--- config.mk ---
export PLATFORM = sky130hd
export DESIGN_NAME = pulsegen_mc
export DESIGN_NICKNAME = d
export VERILOG_FILES = /design/src/rtl/pulsegen_pkg.sv /design/src/rtl/pulse_chan.sv /design/src/rtl/pulsegen_mc.sv
export SDC_FILE = /design/constraint.sdc
export NUM_CORES = 1
export LEC_CHECK = 0
export ABC_AREA = 1
export CELL_PAD_IN_SITES_DETAIL_PLACEMENT = 1
export CELL_PAD_IN_SITES_GLOBAL_PLACEMENT = 2
export CORE_MARGIN = 2
export CORE_UTILIZATION = 34
export CTS_CLUSTER_SIZE = 10
export DETAILED_ROUTE_END_ITERATION = 7
export PLACE_DENSITY_LB_ADDON = 0.12
export SLEW_MARGIN = 20
export SYNTH_ARGS = -nofsm -noshare
export SYNTH_HDL_FRONTEND = slang
export SYNTH_SLANG_ARGS = --single-unit
export TNS_END_PERCENT = 10
--- constraint.sdc ---
create_clock -name clk -period 2.4 [get_ports clk]
set_input_delay 0.6 -clock clk [delete_from_list [all_inputs] [get_ports clk]]
set_output_delay 0.6 -clock clk [all_outputs]
set_load 0.05 [all_outputs]
--- src/rtl/pulsegen_pkg.sv ---
// pulsegen_pkg: shared types and constants for the multi-channel pulse generator.
//   state_t  : per-channel FSM states (IDLE, DELAY, HIGH)
//   CFG_*    : cfg_sel encodings for the configuration registers
//   RST_*    : configuration register reset values
package pulsegen_pkg;

  typedef enum logic [1:0] {
    IDLE  = 2'd0,
    DELAY = 2'd1,
    HIGH  = 2'd2
  } state_t;

  localparam logic [1:0] CFG_DLY = 2'd0;
  localparam logic [1:0] CFG_WID = 2'd1;
  localparam logic [1:0] CFG_REP = 2'd2;
  localparam logic [1:0] CFG_POL = 2'd3;

  localparam int   RST_DLY = 0;
  localparam int   RST_WID = 1;
  localparam int   RST_REP = 1;
  localparam logic RST_POL = 1'b0;

endpackage

--- src/rtl/pulse_chan.sv ---
// pulse_chan: one pulse generator channel (config regs, working copies, FSM,
// delay/width counter, repeat counter, registered output).
// Optional feature macro: PULSEGEN_POL_EN (per-channel output polarity).
// Ports:
//   clk, reset_n          : clock, asynchronous active-low reset
//   i_cfg_we              : write strobe already decoded for this channel
//   i_cfg_sel, i_cfg_data : register select and write data
//   i_trig, i_stop        : start / abort levels
//   o_pulse               : registered pulse output
//   o_busy                : channel not in IDLE
//   o_done                : one-cycle strobe after a finite burst completes
module pulse_chan
  import pulsegen_pkg::*;
#(
  parameter int CW = 26,
  parameter int RW = 8
) (
  input  logic          clk,
  input  logic          reset_n,
  input  logic          i_cfg_we,
  input  logic [1:0]    i_cfg_sel,
  input  logic [CW-1:0] i_cfg_data,
  input  logic          i_trig,
  input  logic          i_stop,
  output logic          o_pulse,
  output logic          o_busy,
  output logic          o_done
);

  localparam logic [CW-1:0] C_ONE = CW'(1);
  localparam logic [RW-1:0] R_ONE = RW'(1);

  logic [CW-1:0] r_dly, r_wid, r_wdly, r_wwid;
  logic [RW-1:0] r_rep, r_wrep;
  state_t        r_state, w_state_next;
  logic [CW-1:0] r_cnt, w_cnt_next;
  logic [RW-1:0] r_rep_cnt, w_rep_cnt_next;
  logic          w_load, w_done_next, w_active_next, w_pulse_next;
  logic          r_pulse, r_done;

  // Configuration registers, writable at any time.
  always_ff @(posedge clk or negedge reset_n) begin
    if (!reset_n) begin
      r_dly <= CW'(RST_DLY);
      r_wid <= CW'(RST_WID);
      r_rep <= RW'(RST_REP);
    end else if (i_cfg_we) begin
      case (i_cfg_sel)
        CFG_DLY: r_dly <= i_cfg_data;
        CFG_WID: r_wid <= i_cfg_data;
        CFG_REP: r_rep <= i_cfg_data[RW-1:0];
        default: ;
      endcase
    end
  end

  // Working copies captured at start; WID=0 is folded to 1 here so the
  // HIGH-state compare never sees zero.
  always_ff @(posedge clk or negedge reset_n) begin
    if (!reset_n) begin
      r_wdly <= CW'(RST_DLY);
      r_wwid <= CW'(RST_WID);
      r_wrep <= RW'(RST_REP);
    end else if (w_load) begin
      r_wdly <= r_dly;
      r_wwid <= (r_wid == '0) ? C_ONE : r_wid;
      r_wrep <= r_rep;
    end
  end

  always_ff @(posedge clk or negedge reset_n) begin
    if (!reset_n) begin
      r_state   <= IDLE;
      r_cnt     <= '0;
      r_rep_cnt <= '0;
      r_pulse   <= RST_POL;
      r_done    <= 1'b0;
    end else begin
      r_state   <= w_state_next;
      r_cnt     <= w_cnt_next;
      r_rep_cnt <= w_rep_cnt_next;
      r_pulse   <= w_pulse_next;
      r_done    <= w_done_next;
    end
  end

  always_comb begin
    w_state_next   = r_state;
    w_cnt_next     = r_cnt;
    w_rep_cnt_next = r_rep_cnt;
    w_done_next    = 1'b0;
    w_load         = 1'b0;
    if (i_stop) begin
      w_state_next = IDLE;
      w_cnt_next   = '0;
    end else begin
      case (r_state)
        IDLE: begin
          if (i_trig) begin
            w_load         = 1'b1;
            w_cnt_next     = '0;
            w_rep_cnt_next = '0;
            // Zero delay skips DELAY so the first active cycle is t+1.
            w_state_next   = (r_dly == '0) ? HIGH : DELAY;
          end
        end
        DELAY: begin
          if (r_cnt == r_wdly - C_ONE) begin
            w_cnt_next   = '0;
            w_state_next = HIGH;
          end else begin
            w_cnt_next = r_cnt + C_ONE;
          end
        end
        HIGH: begin
          if (r_cnt == r_wwid - C_ONE) begin
            w_cnt_next = '0;
            if (r_wrep != '0 && r_rep_cnt == r_wrep - R_ONE) begin
              w_state_next = IDLE;
              w_done_next  = 1'b1;
            end else begin
              // Continuous mode holds the repeat counter so it never wraps.
              if (r_wrep != '0) w_rep_cnt_next = r_rep_cnt + R_ONE;
              w_state_next = (r_wdly == '0) ? HIGH : DELAY;
            end
          end else begin
            w_cnt_next = r_cnt + C_ONE;
          end
        end
        default: w_state_next = IDLE;
      endcase
    end
  end

  assign w_active_next = (w_state_next == HIGH);

`ifdef PULSEGEN_POL_EN
  logic r_pol, r_wpol, w_pol_next;

  always_ff @(posedge clk or negedge reset_n) begin
    if (!reset_n) begin
      r_pol <= RST_POL;
    end else if (i_cfg_we && i_cfg_sel == CFG_POL) begin
      r_pol <= i_cfg_data[0];
    end
  end

  always_ff @(posedge clk or negedge reset_n) begin
    if (!reset_n) begin
      r_wpol <= RST_POL;
    end else if (w_load) begin
      r_wpol <= r_pol;
    end
  end

  // Idle level follows the live POL; a running burst keeps its captured POL.
  assign w_pol_next   = (w_state_next == IDLE || w_load) ? r_pol : r_wpol;
  assign w_pulse_next = w_active_next ^ w_pol_next;
`else
  assign w_pulse_next = w_active_next;
`endif

  assign o_pulse = r_pulse;
  assign o_busy  = (r_state != IDLE);
  assign o_done  = r_done;

endmodule

--- src/rtl/pulsegen_mc.sv ---
// pulsegen_mc: NCH independent programmable pulse generator channels.
// Optional feature macro: PULSEGEN_POL_EN (per-channel output polarity).
// Ports:
//   clk, reset_n        : clock, asynchronous active-low reset
//   cfg_we              : configuration write strobe
//   cfg_ch              : target channel (values >= NCH are dropped)
//   cfg_sel, cfg_data   : register select (DLY/WID/REP/POL) and data
//   trig, stop          : per-channel start / abort levels
//   pulse_out, busy, done : per-channel outputs
module pulsegen_mc
  import pulsegen_pkg::*;
#(
  parameter int NCH = 4,
  parameter int CW  = 26,
  parameter int RW  = 8
) (
  input  logic                                  clk,
  input  logic                                  reset_n,
  input  logic                                  cfg_we,
  input  logic [((NCH > 1) ? $clog2(NCH) : 1)-1:0] cfg_ch,
  input  logic [1:0]                            cfg_sel,
  input  logic [CW-1:0]                         cfg_data,
  input  logic [NCH-1:0]                        trig,
  input  logic [NCH-1:0]                        stop,
  output logic [NCH-1:0]                        pulse_out,
  output logic [NCH-1:0]                        busy,
  output logic [NCH-1:0]                        done
);

  localparam int CHW = (NCH > 1) ? $clog2(NCH) : 1;

  genvar gi;
  generate
    for (gi = 0; gi < NCH; gi++) begin : g_chan
      logic w_we;
      // Out-of-range channel numbers match no instance and are dropped.
      assign w_we = cfg_we && (cfg_ch == CHW'(gi));

      pulse_chan #(
        .CW (CW),
        .RW (RW)
      ) u_chan (
        .clk        (clk),
        .reset_n    (reset_n),
        .i_cfg_we   (w_we),
        .i_cfg_sel  (cfg_sel),
        .i_cfg_data (cfg_data),
        .i_trig     (trig[gi]),
        .i_stop     (stop[gi]),
        .o_pulse    (pulse_out[gi]),
        .o_busy     (busy[gi]),
        .o_done     (done[gi])
      );
    end
  endgenerate

endmodule

**Word-level counts from Yosys, hierarchy flattened**

Index checks and enable logic that the tools add are counted.

- $add $sub $neg: 20
- Multipliers: 0
- Div/mod/pow operators: 0
- Order comparisons: 0
- Eq/ne operators: 49
- Shift-type cells: 0
- Mux-type cells: 104
- Bitwise logic cells: 4
- Reduce and logical (&&, ||, !) cells: 62

Operators by type and width:

| operator | number |
|---|---|
| $mux W26 | 20 |
| $logic_not A26 Y1 | 12 |
| $pmux W26 S3 | 4 |
| $eq A26 B26 Y1 | 8 |
| $sub A26 B1 Y26 const B | 8 |
| $mux W8 | 16 |
| $add A26 B1 Y26 const B | 4 |
| $pmux W8 S2 | 4 |
| $mux W2 | 28 |
| $add A8 B1 Y8 const B | 4 |
| $eq A8 B8 Y1 | 4 |
| $reduce_and A2 Y1 | 16 |
| $reduce_bool A8 Y1 | 4 |
| $sub A8 B1 Y8 const B | 4 |
| $mux W1 | 28 |
| $pmux W2 S3 | 4 |
| $reduce_and A6 Y1 | 4 |
| $eq A2 B2 Y1 const B | 11 |
| $ne A2 B1 Y1 const B | 8 |
| $ne A2 B2 Y1 const B | 8 |
| $reduce_bool A2 Y1 | 8 |
| $reduce_bool A4 Y1 | 4 |
| $eq A2 B1 Y1 const B | 6 |
| $logic_not A2 Y1 | 6 |
| other kinds (3) | 16 |

- Register bits after elaboration: 632
- Latch bits: 0
- Bits in writable memories: 0
- Bits in read-only memories: 0
- Output and inout bits: 12
- Logic and storage cells: 283
- Memories: 0

**Depth between registers and ports, before layout**

Gate-level depths: netlist of run 1.

- Depth in word-level cells: 8
- Gate-level depth with buffers: 20

**By module**

A second synthesis of run 1 with hierarchy kept.

- Cells, all modules: 5297
- Area, all modules: 39057.5 sq um

Modules (own cells, without submodules):

| module | instances | cells an instance | area each (sq um) |
|---|---|---|---|
| pulse_chan at g_chan[0].u_chan ... | 2 | 1330 | 9795.6 |
| pulse_chan at g_chan[2].u_chan | 1 | 1321 | 9823.2 |
| pulse_chan at g_chan[3].u_chan | 1 | 1308 | 9613.0 |
| pulsegen_mc | 1 | 8 | 30.0 |

**Worst setup path after synthesis of run 1**

No wires, ideal clock.

- Path kind: reg2reg
- From: reg g_chan[2].u_chan.r_wwid[0]
- To: reg g_chan[2].u_chan.r_rep_cnt[5]
- Library setup time: 0.118 ns
- Arrival time: 2.179 ns
- Data required time: 2.282 ns
- Path slack: 0.103 ns
- Cell stages (with the launch flop): 17
- Period minus slack after synthesis: 2.297 ns
- Cells stage by stage: dfstp_2 inv_2 ha_1 nand2_2 nor2_4 buf_6 nand3_1 nand2_1 nor2_1 nand3_1 nor2_2 nand3_2 nand2_4 nand4_4 buf_6 nand2_2 o21ai_2

- Longest elaborated chain between the ends: 4

RTL lines:

| item | RTL line | source |
|---|---|---|
| start: declaration | pulse_chan.sv:33 | `logic [CW-1:0] r_dly, r_wid, r_wdly, r_wwid;` |
| start signal: assignment | pulse_chan.sv:62 | `r_wwid <= CW'(RST_WID);` |
| start signal: assignment | pulse_chan.sv:66 | `r_wwid <= (r_wid == '0) ? C_ONE : r_wid;` |
| $sub A26 B1 Y26 | pulse_chan.sv:116 | `if (r_cnt == r_wwid - C_ONE) begin` |
| $eq A26 B26 Y1 | pulse_chan.sv:116 |  |
| $ne A2 B1 Y1 (no line) | n/a |  |
| $reduce_and A6 Y1 (no line) | n/a |  |
| end signal: assignment | pulse_chan.sv:81 | `r_rep_cnt <= w_rep_cnt_next;` |
| end: declaration | pulse_chan.sv:37 | `logic [RW-1:0] r_rep_cnt, w_rep_cnt_next;` |

Every way passes these cells.
A chain may end at the register's enable or synchronous reset.

**Final worst setup path of run 1**

- From: reg g_chan[1].u_chan.r_wwid[0]
- To: reg g_chan[1].u_chan.r_done

- Longest elaborated chain between the ends: 5

RTL lines:

| item | RTL line | source |
|---|---|---|
| start: declaration | pulse_chan.sv:33 |  |
| start signal: assignment | pulse_chan.sv:62 |  |
| start signal: assignment | pulse_chan.sv:66 |  |
| $sub A26 B1 Y26 | pulse_chan.sv:116 |  |
| $eq A26 B26 Y1 | pulse_chan.sv:116 |  |
| $mux W1 | pulse_chan.sv:116 |  |
| $mux W1 | pulse_chan.sv:97 | `case (r_state)` |
| $mux W1 | pulse_chan.sv:93 | `if (i_stop) begin` |
| net g_chan[1].u_chan.w_done_next | pulse_chan.sv:38 | `logic w_load, w_done_next, w_active_next, w_pulse_next;` |
| end signal: assignment | pulse_chan.sv:83 | `r_done <= w_done_next;` |
| end: declaration | pulse_chan.sv:39 | `logic r_pulse, r_done;` |

The timed path passes the listed nets, and every way through them passes these cells.

==> results of run 1 <==
-- how the worst min path moves through the flow --
stage	start	cells after the start	slack, ns	to
finish	reset_n	2	0.42	g_chan[0].u_chan.r_cnt[11]$_DFFE_PN0P_
global route	reset_n	2	0.42	g_chan[0].u_chan.r_cnt[2]$_DFFE_PN0P_
CTS	reset_n	2	0.39	g_chan[0].u_chan.r_cnt[11]$_DFFE_PN0P_
detailed placement	g_chan[1].u_chan.r_dly[24]$_DFFE_PN0P_	2	0.48	g_chan[1].u_chan.r_dly[24]$_DFFE_PN0P_
global placement	g_chan[3].u_chan.r_wid[7]$_DFFE_PN0P_	2	0.47	g_chan[3].u_chan.r_wid[7]$_DFFE_PN0P_
floorplan	reset_n	0	0.30	g_chan[0].u_chan.o_done$_DFF_PN0_
-- cell type report --
| cell class | instances | area share [%] |
|---|---|---|
| Antenna cell | 1 | 0.00509 |
| Tap cell | 1488 | 3.79 |
| Multi-Input combinational cell | 3835 | 41.6 |
| Timing Repair Buffer | 736 | 12.7 |
| Clock inverter | 16 | 0.517 |
| Inverter | 554 | 4.24 |
| Clock buffer | 124 | 4.89 |
| Sequential cell | 632 | 32.3 |
-- state kept, by name, summed over array words and instances (netlist names), 8 cells and up --
register,cells
g_chan.u_chan.r_rep,32
g_chan.u_chan.r_rep_cnt,32
g_chan.u_chan.r_wid,104
g_chan.u_chan.r_wrep,32
g_chan.u_chan.r_dly,104
g_chan.u_chan.r_cnt,104
g_chan.u_chan.r_state,8
g_chan.u_chan.r_wwid,104
g_chan.u_chan.r_wdly,104
-- power by group --
part	switching (mW)	internal, mW	total, mW
sequential	2.65	12.9	15.6
combinational	10.7	8.24	18.9
clock	5.01	7.42	12.4
total	18.3	28.6	47.0
-- metal layers --
metal | global-route usage, % | routed length [microns] | vias up
met3 | 2.29 | 3710 | 151
met1 | 33.6 | 67500 | 18100
met5 | 0 | 0 | -
met2 | 42.3 | 69300 | 415
met4 | 5.57 | 3050 | 0
li1 | - | - | 18100
-- cells in the mapped netlist, types with 62 or more instances --
library cell	count	share of area [%]
sky130_fd_sc_hd__dfrtp_1	616	41
sky130_fd_sc_hd__o22ai_1	86	1.4
sky130_fd_sc_hd__a21oi_1	110	1.4
sky130_fd_sc_hd__nor2_1	640	6.3
sky130_fd_sc_hd__mux2_2	82	2.4
sky130_fd_sc_hd__nor4_1	62	1.0
sky130_fd_sc_hd__nand4_1	123	2.0
sky130_fd_sc_hd__o21ai_0	359	4.7
sky130_fd_sc_hd__xor2_1	188	4.3
sky130_fd_sc_hd__clkbuf_1	132	1.3
sky130_fd_sc_hd__nand3_1	356	4.7
sky130_fd_sc_hd__nand2_1	1455	14
sky130_fd_sc_hd__xnor2_1	80	1.8
sky130_fd_sc_hd__inv_1	547	5.4
-- kinds of logic (layout without fill, tap and decap cells) --
kind of cell,Yosys count,in the layout,synth area share (%)
muxes,82,82,2.43
other,0,1,0
and+or+nand+nor,2816,2822,31.7
xor gates and xnor gates,273,273,6.46
buffers and inverters,739,1430,7.77
AOI/OAI and AO/OA,618,618,8.76
adders and majority gates,40,40,1.32
DFF,632,632,41.6
-- critical path, delay by kind of cell, from the launching register on --
family	cells	cell delay (ns)
compound gates	1	0.11
simple gates	9	1.15
fa+ha+maj	1	0.17
flops	1	0.53
buf+inv	5	0.46
-- stage by stage --
stage | setup slack (ns) | utilization (%) | setup TNS [ns]
floorplan | 0.103 | - | 0
global placement | -0.271 | 40.5 | -25.66
detailed placement | -0.341 | 40.5 | -32.16
CTS | -0.177 | 43.5 | -8.15
global route | -0.318 | 44.4 | -27.61
finish | -0.0815 | 44.4 | -2.86
-- placed cells by master (no fill, tap or decap), drive strengths merged, types with 3 or more instances in the layout --
| cell type | count |
|---|---|
| ha | 40 |
| o211ai | 7 |
| o21bai | 10 |
| o31ai | 9 |
| nand4 | 124 |
| xor2 | 188 |
| bufinv | 5 |
| nand2 | 1474 |
| or2 | 18 |
| clkbuf | 126 |
| dlygate4sd2 | 8 |
| o2111ai | 3 |
| nand3 | 358 |
| dfstp | 16 |
| clkdlybuf4s50 | 39 |
| dfrtp | 616 |
| a21oi | 111 |
| nand3b | 37 |
| xnor3 | 5 |
| nor2 | 679 |
| clkinv | 12 |
| o22ai | 86 |
| a211oi | 3 |
| mux2 | 82 |
| and2 | 6 |
| buf | 686 |
| nor3 | 56 |
| xnor2 | 80 |
| nor4 | 63 |
| o21ai | 383 |
| inv | 553 |
-- what timing repair did --
action | in CTS | in global routing
hold buffers | 1 | 0
endpoints found under the setup margin | 162 | 156
cloned | 5 | 7
resized for setup | 140 | 231
pin swaps | 32 | 70
hold endpoints to repair | 12 | 0
buffers inserted | 16 | 13
==> results summary, run 1 <==
The number of nets in the layout is 5,922. The run finished, with violations left. The per-cell via count in the routed design came out at 4.98. The filler cell count came out at between 10k and 15k.

The number of top-level pins is between 50 and 60. The worst hold margin came out at ~0.42 ns. The number of global-route vias before repair came out at about 38k. The area added between synthesis and finish came out at 29.2%. The port buffer count is 52.

The worst setup path is launched from a flop. The total global routing track utilization is 24.7%. The sink count of the clock tree came out at 632. In this run the deepest clock path goes through 3 buffers. At the pin with the least slew margin, the transition time is 0.666 ns. The post-route clock skew came out at 0.0269 ns.

The checks that failed: negative setup slack. The post-synthesis instance area is around 38,000 sq um. The final worst setup slack is -0.0815 ns. The first-pass GRT wire length came out at 223,000 microns. The first TritonRoute pass finished after 5 iterations. For this run, the leading register cell type out of synthesis is sky130_fd_sc_hd__dfrtp_1. Including well taps, the total number of placed cells is about 7k. The power density normalized to cell area came out at 955 nW/um^2.

The largest fanout on the critical path came out at 3. Tracing the worst setup path back leads to its startpoint at g_chan[1].u_chan.r_wwid[0]$_DFFE_PN1P_. The largest stage delay on the critical path came out at about 0.53 ns.

The tool flagged a number of max-cap violations equal to 0. The chip height came out at 339 microns. Setup repair after global routing could not meet its margin everywhere. The synthesized design contains 632 register bits.

The area enclosed by the die boundary is 115,000 sq um. Of all flip-flops after synthesis, the portion carrying an async set or reset was 100%. The max-slew headroom at the worst pin is about 55%.

The routed via count came out at between 30k and 40k. The count of cells in the finished layout, fillers not included, comes to 7,386. The residual antenna-violating net count after detailed routing came out at 0. The endpoint kind of the worst setup timing path is a flop. The capture point of the critical path is g_chan[1].u_chan.o_done$_DFF_PN0_. A synthesized cell averages 7.32 sq um. The initial antenna violation count is 12. The count of cell types in the netlist is 55.

The initial core utilization is 34.3%. For this design, the slowest cell found on the critical path is sky130_fd_sc_hd__dfstp_2. The portion of the post-synthesis area used by sequential elements is between 40% and 50%. The number of levels in the clock H-tree is 3. The detailed-route DRC error count came out at 0. The clock tree root driver cell is sky130_fd_sc_hd__clkbuf_16.

The register-to-register setup slack came out at -0.08 ns. The ratio of final minimum period to clock period is 103%. The logic depth of the worst register-to-register path came out at 16. After detailed routing, the average wire length per cell comes to slightly below 20 microns. Entering global routing, the biggest net connects 74 pins. Synthesis produced 5,200 cells. The number of synthesized flops with an enable pin is 0. The hold violation count in the final report is 0.

Walking the worst path, the cells encountered are inv_2 -> ha_4 -> or2_2 -> nand3_2 -> o211ai_1 -> nor2_2 -> buf_4 -> buf_4 -> buf_4 -> buf_4 -> nand3_1 -> nor2_1 -> nand4_1 -> nor2_1 -> nand3b_1 -> nor3_2. The area of the core region came out at approximately 110,000 sq um. The leakage power came out at 24.0 nW. The clock transition at the registers of the reported paths is approximately 0.05 ns. In the final layout, the multi-input gates occupy 20,500 sq um. The data required time at the worst endpoint came out at 2.98 ns. Summing all flip-flop and latch instances after layout gives 15,900 sq um.

The design draws around 47 mW. The worst reg2reg path endpoint is g_chan[1].u_chan.o_done$_DFF_PN0_. The overall overflow remaining after global route came out at 0. The kind of critical path is reg2reg. At the end of routability-driven placement, the weighted congestion stood at 0.864. The reg-to-reg critical path startpoint is g_chan[1].u_chan.r_wwid[0]$_DFFE_PN1P_.

The max-slew violation total from the final report is 0. After detailed routing, the total wire length is 144,000 microns. The floorplan die width came out at 339 microns. The final setup violation count is 86. The design area is between 40,000 and 50,000 sq um.

The achievable clock frequency came out at 0.403 GHz. The placement-stage cell area is 44,900 sq um. The number of warnings issued by yosys came out at 0.

In this design, the critical path's most frequently occurring cell is sky130_fd_sc_hd__buf_4. The worst-skew pair later-pin latency came out at 0.66 ns. Across the VDD grid, the largest voltage drop is 0.532 mV. The fraction of final layout cells with drive strength greater than 1 came out at 21.4%. TritonCTS built the clock tree. In this run the core area contains approximately 120 standard-cell rows. The final period demand of the worst path is 2.48 ns.

The number of DRC markers after the initial detailed-route iteration came out at 1,904. The synthesized netlist net count came out at 5,281. At the worst endpoint, the arrival time is 3.06 ns. The TritonCTS buffer count came out at 82.

The estimated wirelength of the detail-placed design is approximately 110,000 microns. The path type of the worst min-delay path is in2async.
(Power assumes the default switching activity.)
==> run 2: changes to the inputs <==
--- a/config.mk
+++ b/config.mk
@@ -12,6 +12,7 @@
 export CORE_UTILIZATION = 34
 export CTS_CLUSTER_SIZE = 10
 export DETAILED_ROUTE_END_ITERATION = 7
+export MAX_ROUTING_LAYER = met4
 export PLACE_DENSITY_LB_ADDON = 0.12
 export SLEW_MARGIN = 20
 export SYNTH_ARGS = -nofsm -noshare
==> constraint.sdc (replaced) <==
create_clock -name clk -period 2.4 [get_ports clk]
set_input_delay 0.24 -clock clk [delete_from_list [all_inputs] [get_ports clk]]
set_output_delay 0.24 -clock clk [all_outputs]
set_load 0.05 [all_outputs]
==> results summary, run 2 (synthesis results as in run 1) <==
The flow ran to the end, but the final reports show violations. The max-slew violation total from the final report came out at 0 (unchanged). The chip height was 339 microns (unchanged). The total global routing track utilization is 25.4% (+0.72 points). The total length of routed met2 wires came out at 68,200 microns (-1.6%). The detailed-route DRC error count is 0 (unchanged). The number of top-level pins came out at 53 (unchanged).

The floorplan die width came out at 339 microns (unchanged). The routed length on met1 is 66,100 microns (-2.0%). The total instance count after detailed placement is 7,209 (+0.083%). The number of standard cells in the layout, taps in and fillers out is 7,388 (+0.027%). The logic depth of the worst register-to-register path is 17 (+1). The number of placement rows is 122 (unchanged). The measured slew at the worst slew-check pin is 0.700 ns (+0.0333 ns).

The port buffer count is 52 (unchanged). The detailed route wirelength on metal3 came out at 5470 microns (+47%). The reg-to-reg critical path startpoint is g_chan[1].u_chan.r_wdly[7]$_DFFE_PN0P_. The fraction of final layout cells with drive strength greater than 1 came to 20.9% (-0.45 points). The number of global-route vias before repair is 37.9k (-0.36%).

The max-slew headroom at the worst pin came to 52.9% (-2.2 points). The slowest stage of the critical path is the sky130_fd_sc_hd__dfrtp_2 cell. Traced cell by cell, the critical path runs through nor2_2 -> buf_4 -> nand2_1 -> nor2_1 -> buf_4 -> nand4_1 -> nand3_1 -> nand2_1 -> nor2_1 -> nand2_1 -> nor2_1 -> nand2_2 -> nand2_2 -> nand2_2 -> nand2_4 -> clkbuf_16 -> o22ai_2. The area of the core region came out at 111,000 sq um (unchanged). The worst-case clock buffer depth is 3 (unchanged).

CTS placed an instance of sky130_fd_sc_hd__clkbuf_16 at the clock tree root. The utilization after layout was 43.9% (-0.43 points). The number of DRC markers after the initial detailed-route iteration is 2,139 (+12%). Leaving out fill and tap cells, the most frequent cells in the layout are 1,399 x sky130_fd_sc_hd__nand2_1, 640 x sky130_fd_sc_hd__buf_4, 603 x sky130_fd_sc_hd__dfrtp_1. The worst hold margin came out at 0.126 ns (-0.294 ns). The filler cell count came out at 13.7k (-0.087%). The number of optimization iterations in the first detailed-route pass came to 5 (unchanged). The sink count of the clock tree is 632 (unchanged). The number of nets in the layout came out at 5,917 (-0.084%). The residual antenna-violating net count after detailed routing is 0 (unchanged).

The library cell used most frequently in the layout, excluding fill and tap cells, is sky130_fd_sc_hd__nand2_1. The CTS tree is yes. The largest stage delay on the critical path came to 0.44 ns (-0.09 ns). The average routed wire per standard cell came out at 19.4 microns (-0.41%). The overall overflow remaining after global route is 0 (unchanged). The register-to-register setup slack is -0.11 ns (-0.03 ns).

The estimated wirelength of the detail-placed design came out at 109,000 microns (+0.19%). The worst register-to-register path ends at g_chan[1].u_chan.r_cnt[7]$_DFFE_PN0P_. The hold violation count in the final report is 0 (unchanged). The checks that failed: negative setup slack. The pin count of the biggest net entering global routing is 85 (+15%). The post-route clock skew came to 0.0426 ns (+0.0158 ns). Relative to the synthesized area, the layout overhead comes to 27.9%. The arrival time reported for the critical path endpoint came out at 3.03 ns (-0.03 ns). The routability congestion estimate came out at 0.898 (+4.0%). The per-cell via count in the routed design is 4.98 (about the same). The first-pass GRT wire length came out at 222,000 microns (-0.43%).

On the critical path the largest part of the delay comes from simple AND/OR/NAND/NOR gates. The largest fanout on the critical path came out at 6 (+3). The tightest min-delay check is of the in2async type. The largest voltage drop on the vdd net is 0.575 mV (+8.0%). After detailed routing, no signal wire sits above met4. The initial antenna violation count came out at 18 (+6). The data required time at the worst endpoint came to 2.92 ns (-0.06 ns).

The clock transition at the registers of the reported paths came out at 0.06 ns (about the same). Setup repair after global routing could not meet its margin everywhere. STA classifies the critical path startpoint as a flop.

The number of levels in the clock H-tree was 3 (unchanged). The initial core utilization came out at 34.3% (unchanged). The worst setup path is captured at a flop.

The ratio of final minimum period to clock period is 104% (+1.1 points). The max-capacitance violation count is 0 (unchanged). The total wire length was 143,000 microns (-0.38%). The worst-skew pair later-pin latency came out at 0.68 ns (+0.02 ns). The final setup violation count came out at 56 (-35%). The buffer and inverter count on the worst path is 3 (-2). The final period demand of the worst path is 2.51 ns (+0.0254 ns).

The power density normalized to cell area came out at 950 nW/um^2 (-0.55%). The worst slack at placement came out at -0.300 ns (+0.0414 ns). The worst setup path is of the reg2reg kind. The TritonCTS buffer count came out at 80 (-2.4%). The routed via count is 36.8k (+0.024%). The achievable clock frequency is 0.399 GHz (-1.0%). The final worst setup slack came to -0.107 ns (-0.0254 ns). The leakage power is 23.8 nW (-0.89%). The area enclosed by the die boundary came out at 115,000 sq um (unchanged).
-- run 2: cell types whose count changed in the layout (fill, tap and decap cells not counted), sizes merged, moves of 2 or more --
cell,delta
clkinv,+3
inv,+2
diode,+3
nor2,-2
dlygate4sd2,-8
clkdlybuf4s50,+8
bufinv,-3
buf,-2
-- run 2: per-layer routing --
| layer | vias up | track usage [%] |
|---|---|---|
| met5 | - | - |
| met1 | 18100 | 33.6 |
| met4 | 0 | 6.17 |
| met2 | 540 | 41.8 |
| li1 | 18100 | - |
| met3 | 162 | 2.59 |
-- run 2: worst max path at each step --
stage / cells after the start / slack, ns / startpoint / endpoint
2_1_floorplan: 16 / 0.10 / g_chan[2].u_chan.r_wwid[0]$_DFFE_PN1P_ / g_chan[2].u_chan.r_rep_cnt[5]$_DFFE_PN0P_
3_3_place_gp: 14 / -0.23 / g_chan[3].u_chan.r_wrep[0]$_DFFE_PN1P_ / g_chan[3].u_chan.r_rep_cnt[2]$_DFFE_PN0P_
3_5_place_dp: 14 / -0.30 / g_chan[3].u_chan.r_wrep[0]$_DFFE_PN1P_ / g_chan[3].u_chan.r_rep_cnt[1]$_DFFE_PN0P_
4_1_cts: 15 / -0.13 / g_chan[1].u_chan.r_wwid[5]$_DFFE_PN0P_ / g_chan[1].u_chan.r_cnt[3]$_DFFE_PN0P_
5_1_grt: 17 / -0.25 / g_chan[1].u_chan.r_wwid[4]$_DFFE_PN0P_ / g_chan[1].u_chan.r_cnt[7]$_DFFE_PN0P_
6_report: 17 / -0.11 / g_chan[1].u_chan.r_wdly[7]$_DFFE_PN0P_ / g_chan[1].u_chan.r_cnt[7]$_DFFE_PN0P_
-- run 2: what timing repair did --
item / in CTS / in global routing
endpoints found under the setup margin: 150 / 154
gates resized for setup: 93 / 241
endpoints found under the hold margin: 192 / 0
hold buffers: 1 / 0
cloned: 3 / 6
setup buffers: 7 / 16
pin swaps: 29 / 63
-- run 2: report_power, final --
| part | internal, mW | leakage (nW) | switching [mW] |
|---|---|---|---|
| Combinational | 8.23 | 14.4 | 10.7 |
| Clock | 6.71 | 1.21 | 5.10 |
| Sequential | 12.9 | 8.11 | 2.59 |
-- run 2: layout make-up --
class	instances	area (sq um)	share of cell area (%)
Tap cell	1488	1860	3.82
Clock inverter	19	245	0.504
Antenna cell	4	10.0	0.0206
Multi-Input combinational cell	3832	20300	41.8
Sequential cell	632	15900	32.6
Timing Repair Buffer	736	6050	12.4
Clock buffer	123	2240	4.61
Inverter	554	2080	4.28
-- run 2: stage by stage --
| stage | power, mW | TNS, ns | instance area [sq um] |
|---|---|---|---|
| 2_1_floorplan | 24.9 | 0 | 38100 |
| 3_3_place_gp | 32.9 | -20.28 | 44800 |
| 3_5_place_dp | 33.3 | -24.58 | 44800 |
| 4_1_cts | 45.7 | -4.09 | 47600 |
| 5_1_grt | 49.7 | -25.28 | 48700 |
| 6_report | 46.2 | -2.63 | 48700 |
